<file path="src/rtl/param_deserializer.sv">
// rtl/param_deserializer.sv - bit-serial to parallel word receiver with valid/ready word output
// Optional property checks: define PARAM_DESER_ASSERT_EN.
module param_deserializer #(
    parameter int WIDTH     = 4,
    parameter int MSB_FIRST = 0
) (
    input  logic             clk,
    input  logic             rst,
    input  logic             bit_in,
    input  logic             bit_valid,
    output logic             bit_ready,
    output logic [WIDTH-1:0] word_out,
    output logic             word_valid,
    input  logic             word_ready,
    output logic [7:0]       word_count
);

    // One spare bit so WIDTH=16 and LAST-cnt both stay representable without wrap.
    localparam int            CW   = $clog2(WIDTH) + 1;
    localparam logic [CW-1:0] LAST = CW'(WIDTH - 1);

    typedef enum logic {S_SHIFT, S_HOLD} state_t;

    state_t           r_state;
    state_t           w_state_next;
    logic [CW-1:0]    r_cnt;
    logic [WIDTH-1:0] r_shift;
    logic [WIDTH-1:0] r_word;
    logic [7:0]       r_count;

    logic             w_bit_take;
    logic             w_word_take;
    logic             w_last;
    logic [CW-1:0]    w_pos;
    logic [WIDTH-1:0] w_mask;
    logic [WIDTH-1:0] w_shift_next;

    always_ff @(posedge clk) begin
        if (rst) begin
            r_state <= S_SHIFT;
        end else begin
            r_state <= w_state_next;
        end
    end

    always_comb begin
        w_state_next = r_state;
        case (r_state)
            S_SHIFT: if (w_bit_take && w_last) w_state_next = S_HOLD;
            S_HOLD:  if (w_word_take)          w_state_next = S_SHIFT;
            default: w_state_next = S_SHIFT;
        endcase
    end

    // In HOLD a new bit is only accepted alongside the handoff, giving zero-bubble streaming.
    always_comb begin
        word_valid = (r_state == S_HOLD);
        bit_ready  = (r_state == S_SHIFT) || word_ready;
    end

    always_comb begin
        w_bit_take   = bit_valid && bit_ready;
        w_word_take  = word_valid && word_ready;
        w_last       = (r_cnt == LAST);
        w_pos        = (MSB_FIRST != 0) ? (LAST - r_cnt) : r_cnt;
        w_mask       = WIDTH'(1) << w_pos;
        w_shift_next = bit_in ? (r_shift | w_mask) : (r_shift & ~w_mask);
    end

    always_ff @(posedge clk) begin
        if (rst) begin
            r_cnt   <= '0;
            r_shift <= '0;
            r_word  <= '0;
            r_count <= '0;
        end else begin
            if (w_word_take) begin
                r_count <= r_count + 8'd1;
            end
            if (w_bit_take) begin
                r_shift <= w_shift_next;
                if (w_last) begin
                    r_cnt  <= '0;
                    r_word <= w_shift_next;
                end else begin
                    r_cnt <= r_cnt + CW'(1);
                end
            end
        end
    end

    assign word_out   = r_word;
    assign word_count = r_count;

`ifdef PARAM_DESER_ASSERT_EN
    a_hold_cnt: assert property (@(posedge clk) disable iff (rst)
        word_valid |-> (r_cnt == CW'(0) || r_cnt == CW'(1)));
    a_cnt_range: assert property (@(posedge clk) disable iff (rst)
        r_cnt <= LAST);
    a_ready_idle: assert property (@(posedge clk) disable iff (rst)
        !word_valid |-> bit_ready);
    a_word_stable: assert property (@(posedge clk) disable iff (rst)
        (word_valid && !word_ready) |=> $stable(word_out));
`endif

endmodule

</file>
<file path="config.mk">
export PLATFORM = sky130hd
export DESIGN_NAME = param_deserializer
export DESIGN_NICKNAME = d
export VERILOG_FILES = /design/src/rtl/param_deserializer.sv
export SDC_FILE = /design/constraint.sdc
export NUM_CORES = 1
export LEC_CHECK = 0
export CAP_MARGIN = 15
export CORE_ASPECT_RATIO = 1.1
export CORE_UTILIZATION = 45
export DETAILED_ROUTE_END_ITERATION = 10
export PLACE_DENSITY = 0.79
export SLEW_MARGIN = 20
export SYNTH_ARGS = -nofsm -noshare
export SYNTH_HDL_FRONTEND = slang
export SYNTH_SLANG_ARGS = --single-unit
</file>
<file path="constraint.sdc">
create_clock -name clk -period 1.64 [get_ports clk]
set_input_delay 0.246 -clock clk [delete_from_list [all_inputs] [get_ports clk]]
set_output_delay 0.246 -clock clk [all_outputs]
set_load 0.01 [all_outputs]
</file>
==> out/results.txt <==
max-cap viol count - 0
critical-path cell list - clkdlybuf4s50_1
Main synth FF type - dfxtp_1
flop2flop setup slack - 0.29 ns
Crit Path Class - register to output port
Final setup viols - 0
most frequent cell after synthesis - dfxtp_1
Tmin final - 1.54 ns
Inserted Clock Buffers - 3
mux contribution to synthesized area - 3.36%
Cells after DPL - 145
WP data required - 1.39 ns
Yosys cell types - 26
Starting Density - 49.0%
Final Non-Filler Cells - 149
VDD IR max - 564 uV
sequential-to-total area share from yosys stat - 42.6%
Detailed Route WL - 1.83 mm
final hold slack - 0.495 ns
site row count - 16
CTS sink cnt - 19
gr usage total - 18.8%
Min-Delay Endpoint - word_count[7]
DR pass1 iterations - 4
f_max - 647 MHz
CP peak stage delay - 0.57 ns
I/O pin count - 19
Post-Synthesis Cell Area - 893 um^2
first-pass GRT wire length - 3.06 mm
syn_area_per_cell - 9.12 um^2
yosys warns - 0
Crit-path slowest cell - clkdlybuf4s50_1
Avg WL per Cell - 12.3 um
Synth Area in Adders - 7.00%
initial DRC count - 15
syn_nets - 108
EDFF count, synth - 0
antenna violations before repair - 0
min-delay src - word_count[7]
Seq. cell area - 382 um^2
combinational family with the most area after synthesis - compound AO/OA/AOI/OAI gates
RSZ-0062 raised after global routing - false
clock skew - 0.00234 ns
Final Max Tran Viols - 0
Top delay family on crit path - buffers and inverters
Worst R2R End - word_out[2]
class of the worst hold path - register to register
Post-synth ARST share - 0%
post-synthesis simple-gate area fraction - 19.6%
# nets final - 133
Buffers on Ports - 18
CTS tree - done
clock latency on the worst-skew pair - 0.30 ns
number of global-route vias before repair - 715
setup ws final - 0.0955 ns
largest net degree at the start of global routing - 20
hold path depth - 2
GRT overflow - 0
final core occ - 63.4%
via count - 802
R2R cell count - 4
crit-path max FO - 6
vias per cell - 5.38
clk root buf - clkbuf_4
fin crit share - 94.2%
Worst Setup End Kind - output port
clock buffer depth - 2
die area - 0.00217 mm^2
Layout area overhead - 29.3%
routability cong. - 0.762
Synth Instances - 98
pre-CTS setup slack - -0.106 ns
post-synth top area cell - dfxtp_1
CP arrival - 1.30 ns
dpl hpwl - 1.33 mm
share of layout cells above drive strength 1 - 13.1%
status - completed
Post-synth top cells - dfxtp_1, a21oi_1, a211oi_1
Detail Route Antenna Nets - 0
Post-Synth XOR/XNOR Area - 1.96%
Reg clk slew, reported paths - 0.10 ns
# diodes - 0
Worst Setup Start Kind - register
number of H-tree levels - 1
DIE WIDTH - 44.5 um
number of fillers in the final layout - 162
final hold vios - 0
# DRC - 0
post-synthesis compound-gate area fraction - 20.3%
power per cell area - 686 mW/mm^2
Core ar. - 0.00182 mm^2
top cells by area, synth - dfxtp_1, a21oi_1, ha_1
buffers and inverters on the worst path - 1
Yosys top cell area share - 42.6%
P_leak - 0.000414 uW
#FFs+latches synth - 19
origin of the critical flop-to-flop path - r_cnt[0]
Rel. slew slack - 81.5%
worst slew pin tran - 0.276 ns
Die Height - 48.7 um
multi-input logic area - 467 um^2
-- registers in the layout, summed over array words and instances, names as in the netlist --
name / count
r_shift: 3
r_cnt: 3
word_out: 4
word_count: 8
word_valid: 1
-- worst max-delay path by stage --
stage                        from             to  slack, ns  cells after the start
floorplan           word_count[3]  word_count[7]       0.41                      3
CTS                    word_valid     word_valid       0.04                      1
finish              word_count[3]  word_count[3]        0.1                      1
detailed placement     word_ready      bit_ready      -0.11                      4
global placement       word_ready      bit_ready      -0.12                      4
global route        word_count[4]  word_count[4]       0.05                      1
-- report_power, final --
part | total (uW) | internal (uW) | switching [uW]
Combinational | 77.1 | 37.3 | 39.8
Clock | 236 | 94.8 | 141
Sequential | 480 | 472 | 7.95
Total | 793 | 604 | 189
-- through the flow --
step	power, uW	setup TNS [ns]	area (um^2)
final	793	0	1150
after global routing	829	0	1150
after CTS	798	0	1150
after detailed placement	567	-0.109	1130
after global placement	565	-0.115	1130
after floorplan	536	0	893
-- layer usage --
metal | wire (um) | global-route usage [%] | vias to the layer above
met5 | 0 | 0 | -
met4 | 29 | 8.08 | 0
met3 | 51 | 4.48 | 5
met2 | 926 | 30.4 | 15
met1 | 820 | 23.2 | 377
li1 | - | - | 405
-- logic make-up (layout without fill, tap and decap cells) --
kind of cell / count (synthesis) / in the layout
compound gates: 31 / 31
simple gates: 28 / 28
buf+inv: 10 / 34
flops: 19 / 19
mux: 3 / 3
xor+xnor: 2 / 2
fa+ha+maj: 5 / 5
-- final cells by class --
type | count | area share (%)
repair buffers | 24 | 19.4
clock buffers | 4 | 2.28
inverters | 6 | 1.95
flip-flops and latches | 19 | 33.0
well taps | 27 | 2.93
multi-input cells | 69 | 40.4
-- timing repair --
action / 4_1_cts / 5_1_grt
gates cloned: 0 / 0
gates resized for setup: 1 / 1
buffers inserted: 0 / 0
pin swaps: 0 / 0
setup endpoints to repair: 1 / 1
hold buffers: 0 / 0
-- cell usage in the layout (no fill, tap or decap), types with 3 or more instances in the layout --
master / n
dfxtp_1: 18
clkdlybuf4s50_1: 17
a21oi_1: 13
a211oi_1: 7
o21ai_0: 6
buf_4: 6
nand3_1: 5
or3_1: 5
ha_1: 5
inv_1: 4
nor2b_1: 4
nand2_1: 3
nor2_1: 3
mux2i_1: 3
a31oi_1: 3
clkbuf_4: 3
Note: power is estimated with default switching activity, not from simulation.
==> edit 1, RTL diff (config.mk and constraints unchanged) <==
The parameter `WIDTH` goes from 4 to 8.
--- a/src/rtl/param_deserializer.sv
+++ b/src/rtl/param_deserializer.sv
@@ -3,3 +3,3 @@
 module param_deserializer #(
-    parameter int WIDTH     = 4,
+    parameter int WIDTH     = 8,
     parameter int MSB_FIRST = 0
Ports: changed (resized word_out); port bits go from 19 to 23. The function was not compared with the original's and may differ.
==> edit 1 against the original RTL <==
Critical endpoint is now word_valid; via count rose by 62%; clock skew rose by 0.0043 ns; clock power rose by 74%; highest routed layer unchanged; utilization fell by 3.7 points; largest cell class unchanged; worst setup slack got worse by 0.021 ns; wire length rose by 82%; synthesized cell count rose by 58%; die area rose by 60%; synthesized area rose by 63%; count of clock-buffer cells in the layout rose by 2; final area rose by 59%; total power rose by 61%; sequential cell count rose by 10.
==> edit 1: results (changes against the original RTL) <==
----------------------------------------------------
[Outcome]
  Outcome ... finished, final reports clean

[Yosys]
  Count of different cell masters after synthesis ... 33 (+27%)
  Post-synthesis sequential area ratio ... 39.8% (-2.7 points)
  Commonest cells in the netlist ... dfxtp_1 (29), mux2i_1 (14), a21oi_1 (12)
  Leading post-synthesis cells by cell area ... dfxtp_1 (40%), mux2i_1 (9.6%), ha_1 (6.0%), a211oi_1 (5.7%), a21oi_1 (4.1%)
  Post-synthesis net count ... 167 (+55%)

[Clock tree]
  Clock latency reported for the late side of the worst-skew pair ... 0.33 ns (+0.03 ns)
  Htree depth ... 2 (+1)
  Cts bufs inserted ... 5 (+2)
  Post-CTS Resized ... 2 (+1)

[Place]
  Count of placed standard cells including taps ... 213 (+47%)
  Port Buffers ... 22 (+4)
  Detailed placement HPWL ... 2440 um (+84%)
  Worst slack, placed ... -0.0753 ns (+0.0309 ns)
  Final weighted congestion in routability-driven placement ... 0.875 (+15%)

[Worst setup path]
  Worst setup path endpoint ... word_valid
  Crit path DAT ... 1.32 ns (+0.02 ns)
  Worst r2r dst ... r_cnt[2]
  Critical path launch point ... word_valid

[Routing]
  Per-cell routed wire length ... 15.0 um (+23%)
  Total number of vias ... 1296 (+62%)
  Sum of met2 wire segment lengths after detailed routing ... 1770 um (+91%)
  Overall routed net length ... 3330 um (+82%)
  Amount of wire on met3 after detailed routing ... 103 um (+100%)
  Metal1 wirelength ... 1410 um (+72%)

[Global route]
  First-pass GRT wire length ... 5380 um (+76%)
  Pin count of the biggest net entering global routing ... 17 (-15%)
  Global routing usage summed across all routing layers ... 20.5% (+1.7 points)

[Power]
  Worst voltage drop across the vdd grid ... 0.000470 V (-17%)
  Cell internal power dissipation ... 944 uW (+56%)

[Timing]
  Actual transition at the worst max-transition pin ... 0.361 ns (+0.0855 ns)
  Minimum period implied by the final worst setup slack ... 1.57 ns (+0.0212 ns)

[Finish]
  Count of nets after finishing ... 198 (+49%)
  Share of cells above drive strength 1 ... 13.9% (+0.79 points)

----------------------------------------------------
## edit 1: layer usage
layer | vias to the layer above | track usage [%]
li1 | 631 | -
met1 | 633 | 22.8
met2 | 27 | 37.2
met3 | 5 | 4.55
met4 | 0 | 11.8
met5 | - | 0
## edit 1: metrics by stage
stage / cell area [um^2] / hold slack, ns
finish: 1840 / 0.489
global route: 1840 / 0.519
global placement: 1780 / 0.460
floorplan: 1460 / 0.406
CTS: 1830 / 0.490
detailed placement: 1780 / 0.476
## edit 1: worst min-delay path by stage
stage                              from             to  slack [ns]
final                        r_shift[2]     r_shift[2]        0.49
after floorplan              word_ready  word_count[1]        0.41
after global placement    word_count[7]  word_count[7]        0.46
after global routing         r_shift[2]     r_shift[2]        0.52
after detailed placement     r_shift[2]     r_shift[2]        0.48
after CTS                    r_shift[2]     r_shift[2]        0.49
## edit 1: worst max-delay path, cell delays in order (launching register included)
cell and delay (ns):
dfxtp_1 0.33, buf_4 0.14, clkdlybuf4s50_1 0.53
## edit 1: kinds of logic (layout without fill, tap and decap cells)
kind of cell               Yosys count  after routing  synth area share, %
and+or+nand+nor                     44             44                 18.3
AOI/OAI and AO/OA                   40             40                 18.3
DFF                                 29             29                 39.8
buffers and inverters               19             51                 6.78
muxes                               14             14                 9.61
adders and majority gates            7              7                 6.01
xor gates and xnor gates             2              2                 1.20
## edit 1: power by group through the flow
stage | combinational, mW | clock, mW | sequential [mW]
2_1_floorplan | 0.0881 | 0 | 0.742
3_3_place_gp | 0.126 | 0 | 0.744
3_5_place_dp | 0.132 | 0 | 0.746
4_1_cts | 0.133 | 0.424 | 0.729
5_1_grt | 0.146 | 0.454 | 0.732
6_report | 0.135 | 0.410 | 0.730
## edit 1: layout make-up
type	instances	area, um^2	share of cell area [%]
Multi-Input combinational cell	107	786	42.8
Sequential cell	29	581	31.6
Timing Repair Buffer	36	349	19.0
Tap cell	34	42.5	2.32
Clock buffer	6	41.3	2.25
Inverter	7	26.3	1.43
Clock inverter	2	10.0	0.545
==> edit 2, RTL diff (same settings) <==
Made on the original files. Make the reset (`rst`) asynchronous in 2 clocked blocks.
--- a/src/rtl/param_deserializer.sv
+++ b/src/rtl/param_deserializer.sv
@@ -37,3 +37,3 @@
 
-    always_ff @(posedge clk) begin
+    always_ff @(posedge clk or posedge rst) begin
         if (rst) begin
@@ -69,3 +69,3 @@
 
-    always_ff @(posedge clk) begin
+    always_ff @(posedge clk or posedge rst) begin
         if (rst) begin
Behaviour: differs if rst is asserted again (counterexample within 10 cycles, from zero or initial values and one cycle with rst high); with rst held inactive, the same outputs for 10 cycles.
==> edit 2 against the original RTL <==
Utilization rose by 0.65 points; sequential cell count did not move; synthesized area up 3.5%; worst setup slack got worse by 0.019 ns; wire length is 16% lower; register-to-register slack worse by 0.21 ns; final area is 3.2% higher; largest cell class is now sequential cells.
Power is not compared: it rests on default switching activity, and its combinational part moved more than twofold at a synthesized area within 25%.
==> edit 2: results (changes against the original RTL) <==
----------------------------------------------------
[Timing]
  Worst setup margin ... 0.0767 ns (-0.0188 ns)
  Final worst hold slack ... 0.165 ns (-0.330 ns)
  Post-route clock skew ... 0.00480 ns (+0.00245 ns)
  Actual transition at the worst max-transition pin ... 0.271 ns (-0.00526 ns)
  Hold Fails Final Rpt ... 0 (unchanged)

[Yosys]
  Post-synthesis net count ... 83 (-23%)
  Share of flip-flops with an asynchronous set or reset ... 100% (+100 points)
  Avg Synthesized Cell Area ... 12.7 um^2 (+39%)
  Leading post-synthesis cells by cell area ... dfrtp_1 (51%), ha_1 (6.8%), mux2_4 (6.5%), mux2_1 (6.1%), mux2_2 (4.9%)
  Most common flop cell mapped by yosys ... dfrtp_1
  Post-synthesis sequential area ratio ... 51.4% (+8.8 points)
  Count of different cell masters after synthesis ... 22 (-15%)
  Commonest cells in the netlist ... dfrtp_1 (19), nand2_1 (6), ha_1 (5), mux2_1 (5), xnor2_1 (5)

[Worst setup path]
  Launching point of the worst reg2reg path ... r_cnt[0]
  Critical path peak fanout ... 5 (-1)
  Peak per-stage delay on the critical path ... 0.43 ns (-0.14 ns)
  Worst r2r dst ... word_out[2]
  Dominant delay contributor by cell family on the critical path ... multiplexers
  Library cell contributing the largest single delay on the critical path ... dfrtp_1
  Crit path DAT ... 1.75 ns (+0.45 ns)
  Worst reg-to-reg path cell count ... 5 (+1)

[Routing]
  Detailed Routing Iterations Pass 1 ... 4 (unchanged)
  Total number of vias ... 600 (-25%)
  Residual antenna-violating net count after detailed routing ... 0 (unchanged)
  Overall routed net length ... 1540 um (-16%)
  DR iter-0 viols ... 4 (-11)

[Place]
  Count of placed standard cells including taps ... 120 (-17%)
  Port Buffers ... 18 (unchanged)
  Worst slack, placed ... 0.00181 ns (+0.108 ns)
  Detailed placement HPWL ... 1150 um (-13%)
  Final weighted congestion in routability-driven placement ... 0.720 (-5.6%)
  Post-placement cell area ... 0.00115 mm^2 (+1.9%)

[Finish]
  Share of cells above drive strength 1 ... 19.4% (+6.3 points)
  Flip-flop count of the largest register after layout ... 8 (unchanged)
  Count of nets after finishing ... 109 (-18%)
  Cell Count, Final, Fillers Out ... 125 (-16%)
  Fill cells ... 158 (-2.5%)
  Ant. Diodes ... 0 (unchanged)

[Power]
  Worst voltage drop across the vdd grid ... 0.000771 V
  Power dissipated in sequential cells ... 778 uW
  Reported combinational group power ... 867 uW
  Power consumption ... 1.88 mW

[Global route]
  Vias in the first global route ... 606 (-15%)
  Pin count of the biggest net entering global routing ... 14 (-30%)
  First-pass GRT wire length ... 2580 um (-16%)
  Number of antenna violations at the first check in global routing ... 0 (unchanged)
  Global routing usage summed across all routing layers ... 16.2% (-2.6 points)

[Hold path]
  Hold Crit Class ... primary input to asynchronous set/reset pin

[Clock tree]
  Clock slew at reported path FFs ... 0.11 ns
  Clock latency reported for the late side of the worst-skew pair ... 0.29 ns
  Maximum clock path buffer count ... 2 (unchanged)

[Outcome]
  Outcome ... finished, final reports clean

----------------------------------------------------
## edit 2: cell type report
type	count	area, um^2	area share [%]
Sequential cell	19	475	39.9
Tap cell	27	33.8	2.83
Clock inverter	1	5.00	0.420
Multi-Input combinational cell	49	428	35.9
Inverter	4	15.0	1.26
Timing Repair Buffer	22	213	17.8
Clock buffer	3	22.5	1.89
## edit 2: worst register-to-register path, stage by stage (launching register included)
cell     delay, ns
dfrtp_1       0.43
inv_1         0.09
ha_1          0.15
nor2b_2       0.18
mux2_2        0.35
mux2_4        0.26
## edit 2: metal layers
metal  part of all wire (%)  track usage, %  routed length (um)
met5                      0               0                   0
met2                     51            24.2                 787
met1                     44            22.0                 682
met4                   0.91            9.60                  14
met3                    3.4            2.20                  53
## edit 2: what timing repair did
item                       in CTS  in global routing
cloned                          0                  0
resized for setup               0                  3
pin swaps                       0                  0
setup buffers                   1                  0
setup endpoints to repair       1                  3
## edit 2: cells by family (layout without fill, tap and decap cells)
| logic type | count (synthesis) | in the layout | share of synthesized area, % |
|---|---|---|---|
| AOI/OAI and AO/OA | 2 | 2 | 1.22 |
| xor gates and xnor gates | 7 | 7 | 6.63 |
| adders and majority gates | 5 | 5 | 6.77 |
| buffers and inverters | 5 | 30 | 2.84 |
| DFF | 19 | 19 | 51.4 |
| muxes | 13 | 13 | 17.5 |
| and+or+nand+nor | 22 | 22 | 13.7 |
## edit 2: worst max path at each step
stage,from,end
floorplan,r_cnt[0],word_out[2]
global placement,word_ready,bit_ready
detailed placement,word_ready,bit_ready
CTS,word_ready,bit_ready
global route,r_cnt[0],word_out[2]
finish,r_cnt[0],word_out[2]
